File: src/rtl/prog_loader_pkg.sv
// Shared types and frame-layout constants for the byte-stream program loader.
package prog_loader_pkg;

  typedef enum logic [2:0] {
    ST_IDLE,
    ST_CNT_LO,
    ST_CNT_HI,
    ST_W_LO,
    ST_W_HI,
    ST_CSUM
  } state_t;

  localparam logic [7:0] START_BYTE_DEF = 8'hA5;
  localparam int         MAX_WORDS_DEF  = 1024;
  localparam int         BYTE_W         = 8;
  localparam int         CNT_W          = 11;  // word count / words_loaded width
  localparam int         CNT_HI_BITS    = 3;   // count bits carried in CNT_HI
  localparam int         WHI_BITS       = 2;   // word bits carried in W_HI

endpackage

File: src/rtl/prog_loader.sv
// Receives a framed program image byte by byte, writes 10-bit words into
// instruction memory from address 0 and releases the CPU on a good checksum.
module prog_loader
  import prog_loader_pkg::*;
#(
  parameter int         ADDR_W     = 10,
  parameter int         DATA_W     = 10,
  parameter logic [7:0] START_BYTE = START_BYTE_DEF,
  parameter int         MAX_WORDS  = MAX_WORDS_DEF
) (
  input  logic              clk,
  input  logic              rst,
  input  logic [7:0]        in_data,
  input  logic              in_valid,
  output logic              in_ready,
  output logic              imem_we,
  output logic [ADDR_W-1:0] imem_addr,
  output logic [DATA_W-1:0] imem_wdata,
  output logic              cpu_hold,
  output logic              load_done,
  output logic              load_err,
  output logic [CNT_W-1:0]  words_loaded
);

  localparam logic [CNT_W-1:0] MAX_N = CNT_W'(MAX_WORDS);

  state_t            state_reg, state_next;
  logic [BYTE_W-1:0] cnt_lo_reg, cnt_lo_next;
  logic [CNT_W-1:0]  n_reg, n_next;
  logic [BYTE_W-1:0] w_lo_reg, w_lo_next;
  logic [BYTE_W-1:0] csum_reg, csum_next;
  logic [CNT_W-1:0]  words_reg, words_next;
  logic              ready_reg;
  logic              we_reg, we_next;
  logic [ADDR_W-1:0] addr_reg, addr_next;
  logic [DATA_W-1:0] wdata_reg, wdata_next;
  logic              hold_reg, hold_next;
  logic              done_reg, done_next;
  logic              err_reg, err_next;

  logic              xfer;
  logic [CNT_W-1:0]  n_in;
  logic [CNT_W-1:0]  words_inc;

  assign xfer      = in_valid & ready_reg;
  assign n_in      = {in_data[CNT_HI_BITS-1:0], cnt_lo_reg};
  assign words_inc = words_reg + CNT_W'(1);

  always_ff @(posedge clk or posedge rst) begin
    if (rst) begin
      state_reg  <= ST_IDLE;
      cnt_lo_reg <= '0;
      n_reg      <= '0;
      w_lo_reg   <= '0;
      csum_reg   <= '0;
      words_reg  <= '0;
      ready_reg  <= 1'b0;
      we_reg     <= 1'b0;
      addr_reg   <= '0;
      wdata_reg  <= '0;
      hold_reg   <= 1'b1;
      done_reg   <= 1'b0;
      err_reg    <= 1'b0;
    end else begin
      state_reg  <= state_next;
      cnt_lo_reg <= cnt_lo_next;
      n_reg      <= n_next;
      w_lo_reg   <= w_lo_next;
      csum_reg   <= csum_next;
      words_reg  <= words_next;
      ready_reg  <= 1'b1;  // never back-pressures once out of reset
      we_reg     <= we_next;
      addr_reg   <= addr_next;
      wdata_reg  <= wdata_next;
      hold_reg   <= hold_next;
      done_reg   <= done_next;
      err_reg    <= err_next;
    end
  end

  always_comb begin
    state_next  = state_reg;
    cnt_lo_next = cnt_lo_reg;
    n_next      = n_reg;
    w_lo_next   = w_lo_reg;
    csum_next   = csum_reg;
    words_next  = words_reg;
    we_next     = 1'b0;
    addr_next   = addr_reg;
    wdata_next  = wdata_reg;
    hold_next   = hold_reg;
    done_next   = done_reg;
    err_next    = err_reg;

    if (xfer) begin
      // Every byte between the start marker and the checksum byte is summed.
      if (state_reg != ST_IDLE && state_reg != ST_CSUM)
        csum_next = csum_reg + in_data;

      case (state_reg)
        ST_IDLE: begin
          if (in_data == START_BYTE) begin
            state_next = ST_CNT_LO;
            done_next  = 1'b0;
            err_next   = 1'b0;
            words_next = '0;
            csum_next  = '0;
            hold_next  = 1'b1;
          end
        end
        ST_CNT_LO: begin
          cnt_lo_next = in_data;
          state_next  = ST_CNT_HI;
        end
        ST_CNT_HI: begin
          n_next = n_in;
          if (in_data[BYTE_W-1:CNT_HI_BITS] != '0 || n_in > MAX_N) begin
            err_next   = 1'b1;
            state_next = ST_IDLE;
          end else if (n_in == '0) begin
            state_next = ST_CSUM;
          end else begin
            state_next = ST_W_LO;
          end
        end
        ST_W_LO: begin
          w_lo_next  = in_data;
          state_next = ST_W_HI;
        end
        ST_W_HI: begin
          if (in_data[BYTE_W-1:WHI_BITS] != '0) begin
            err_next   = 1'b1;
            state_next = ST_IDLE;
          end else begin
            we_next    = 1'b1;
            addr_next  = words_reg[ADDR_W-1:0];
            wdata_next = DATA_W'({in_data[WHI_BITS-1:0], w_lo_reg});
            words_next = words_inc;
            state_next = (words_inc == n_reg) ? ST_CSUM : ST_W_LO;
          end
        end
        ST_CSUM: begin
          if (in_data == csum_reg) begin
            done_next = 1'b1;
            hold_next = 1'b0;
          end else begin
            err_next  = 1'b1;
          end
          state_next = ST_IDLE;
        end
        default: state_next = ST_IDLE;
      endcase
    end
  end

  assign in_ready     = ready_reg;
  assign imem_we      = we_reg;
  assign imem_addr    = addr_reg;
  assign imem_wdata   = wdata_reg;
  assign cpu_hold     = hold_reg;
  assign load_done    = done_reg;
  assign load_err     = err_reg;
  assign words_loaded = words_reg;

endmodule

File: config.mk
export PLATFORM = sky130hd
export DESIGN_NAME = prog_loader
export DESIGN_NICKNAME = d
export VERILOG_FILES = /design/src/rtl/prog_loader_pkg.sv /design/src/rtl/prog_loader.sv
export SDC_FILE = /design/constraint.sdc
export NUM_CORES = 1
export LEC_CHECK = 0
export ABC_CLOCK_PERIOD_IN_PS = 7200
export BUFFER_PORTS_ARGS = -buffer_cell sky130_fd_sc_hd__buf_2
export CORE_MARGIN = 4
export CORE_UTILIZATION = 40
export CTS_CLUSTER_SIZE = 28
export DETAILED_ROUTE_END_ITERATION = 10
export SYNTH_ARGS = -nofsm -noshare
export SYNTH_HDL_FRONTEND = slang
export SYNTH_SLANG_ARGS = --single-unit
File: constraint.sdc
create_clock -name clk -period 7.2 [get_ports clk]
set_input_delay 0.36 -clock clk [delete_from_list [all_inputs] [get_ports clk]]
set_output_delay 0.36 -clock clk [all_outputs]
set_load 0.02 [all_outputs]
==> flow_metrics.tcl <==
set metrics [dict create \
    outcome "finished, final reports clean" \
    slew_viol_final 0 \
    synthXorXnorAreaFrac_pct 4.78 \
    worst-setup-path-type "reg2reg" \
    grt_max_degree 75 \
    synth_area_per_cell_um2 10.3 \
    power_density_nw_per_um2 320 \
    synth_top_family_by_area "simple AND/OR/NAND/NOR gates" \
    clk_pin_slew_ns 0.08 \
    drt_iter0_drc 102 \
    n_fill_cell 906 \
    min_period_over_period_pct 37.7 \
    core-area_um2 9330 \
    async_reset_ff_share_pct 100 \
    post_cts_buffers 0 \
    hpwl_um 5940 \
    worst_slack_ns 4.49 \
    area_growth_pct 12.3 \
    grt_usage_pct 16.1 \
    hold_ws_ns 0.290 \
    synth.area.mux_share_pct 8.12 \
    synth_simple_gate_area_share_pct 18.7 \
    die_x_um 106 \
    internal_power_mw 0.909 \
    regToRegStartpoint "words_loaded[0]$_DFFE_PP0P_" \
    synth_edf_count 0 \
    totalWireLength_um 8480 \
    startpoint "words_loaded[0]$_DFFE_PP0P_" \
    fin_util_pct 46.4 \
    p_comb_share_pct 31.1 \
    synth_top_cells_by_area "dfrtp_1, mux2_2, nand2_1, xnor2_1, o21ai_0" \
    syn_inst 375 \
    grt_pass1_vias 2781 \
    cts_resized 0 \
    num_vias 2862 \
    drc_errors 0 \
    rr_worst_depth 6 \
    ys_types 67 \
    cap_violations 0 \
    ant_nets 0 \
    dieArea_um2 11300 \
    yosysWarnings 0 \
    clkPwrFrac_pct 24.1 \
    synth_top_area_share_pct 47.4 \
    period_minus_slack_ns 2.71 \
    crit_path_end_kind "register" \
    leakagePower_nw 2.08 \
    rsz0062_at_grt "false" \
    viasPerCell 5.20 \
    dr.pass1.iters 4 \
    hold_class "in2async" \
    ios 47 \
    finalPower_mw 1.38 \
    finalSetupViolations 0 \
    ys_seq_area_share_pct 48.1 \
    wire_per_inst_um 15.4 \
    synthAdderAreaFrac_pct 3.12 \
    ys_seq_elements 74 \
    grt_overflow 0 \
    switching_power_mw 0.476 \
    cts.sinks 74 \
    yosysMostFrequentCell "dfrtp_1" \
    tns_ns 0 \
    h-tree-depth 3 \
    fmax_ghz 0.368 \
    cp.required_ns 7.43 \
    clkLatencyLatePin_ns 0.35 \
    synth_compound_area_share_pct 12.6 \
    io_buffers 46 \
    swShare_pct 34.4 \
    initial_utilization_pct 41.3 \
    hold_viol 0 \
    synth_ff_type "dfrtp_1" \
    cts_buffers 9 \
    rows 35 \
    synth_fp_nets 395 \
    critPathMaxFanout 9 \
    antenna_found_initial 0 \
    place_ws_ns 4.53 \
    drive_gt1_share_pct 24.9 \
    clock_path_buffers 2 \
    p_seq_share_pct 44.8 \
    place_congestion 0.840 \
    arrival_ns 2.94 \
    die_h_um 106 \
    ir_worst_vdd_v 0.000145 \
    diodes 0 \
    cts_tree "built" \
    skew_ns 0.0164 \
    synth_top_area_cell "dfrtp_1" \
    crit_path_start_kind "register" \
    maxSlewHeadroom_pct 34.5 \
    grt_pass1_wl_um 14600 \
    ys_top_cells_by_count "dfrtp_1, nand2_1, mux2_2" \
    root_buffer "clkbuf_8" \
    nNetsFinal 436 \
    holdBufCountCts 0 \
    syn_area_um2 3850 \
    tightest_slew_ns 0.980 \
]
==> worst paths after layout <==
kind                                              to  slack [ns]
min in group clk             w_lo_reg[5]$_DFFE_PP0P_        0.34
min                         imem_addr[6]$_DFFE_PP0P_        0.29
max reg2reg                 state_reg[1]$_DFFE_PP0P_        4.49
max in group asynchronous       n_reg[0]$_DFFE_PP0P_        6.33
min reg2reg                imem_wdata[1]$_DFFE_PP0P_        0.47
max                         state_reg[1]$_DFFE_PP0P_        4.49
==> placed cells by master (no fill, tap or decap), drive strengths merged, types with 4 or more instances in the layout <==
| master | Yosys | routed |
|---|---|---|
| a21o | 5 | 5 |
| or3 | 4 | 4 |
| clkbuf | 6 | 10 |
| nand3 | 11 | 11 |
| dfrtp | 73 | 73 |
| or4 | 6 | 6 |
| nor3 | 9 | 9 |
| nand4 | 6 | 6 |
| a22o | 5 | 5 |
| nand2 | 71 | 71 |
| a31oi | 4 | 4 |
| xnor2 | 14 | 14 |
| nor2 | 23 | 23 |
| o21ai | 21 | 21 |
| xor2 | 7 | 7 |
| mux2 | 26 | 26 |
| ha | 8 | 8 |
| a21oi | 9 | 9 |
| inv | 8 | 8 |
| buf | 12 | 48 |
==> through the flow <==
step                area [µm²]  std cells
floorplan                 3850        375
global placement          4120        534
detailed placement        4120        534
CTS                       4330        550
global route              4330        550
finish                    4330        550
==> cell type report <==
cell class	instances	area (µm²)	area share (%)
clock inverter	6	66.3	1.53
multi-input combinational	275	1830	42.2
inverter	8	37.5	0.868
sequential	74	1850	42.8
tap	129	161	3.73
timing repair buffer	48	245	5.67
clock buffer	10	138	3.18
==> cells by family after synthesis <==
family | count (synthesis)
and+or+nand+nor | 146
DFF | 74
AOI/OAI and AO/OA | 70
muxes | 28
buffers and inverters | 26
xor gates and xnor gates | 21
adders and majority gates | 9
other | 1
==> power groups by stage <==
stage	Sequential [mW]	Combinational [mW]	Clock, mW
after floorplan	0.595	0.368	0
after global placement	0.625	0.422	0
after detailed placement	0.627	0.431	0
after CTS	0.619	0.434	0.341
after global routing	0.636	0.484	0.357
final	0.621	0.430	0.333
==> routing by layer <==
layer	GRT usage (%)	vias up	wire length, µm
met3	2.25	10	297
li1	-	1414	-
met2	24.4	51	3860
met5	0	-	0
met4	6.75	0	128
met1	23.1	1387	4190
==> critical path, stage by stage (launching register included) <==
cell     delay [ns]
dfrtp_1        0.50
ha_1           0.30
nand3_1        0.21
or4_1          0.63
xnor2_1        0.16
or4_1          0.49
a211o_1        0.31
No activity file was read; power rests on OpenSTA's default activity.
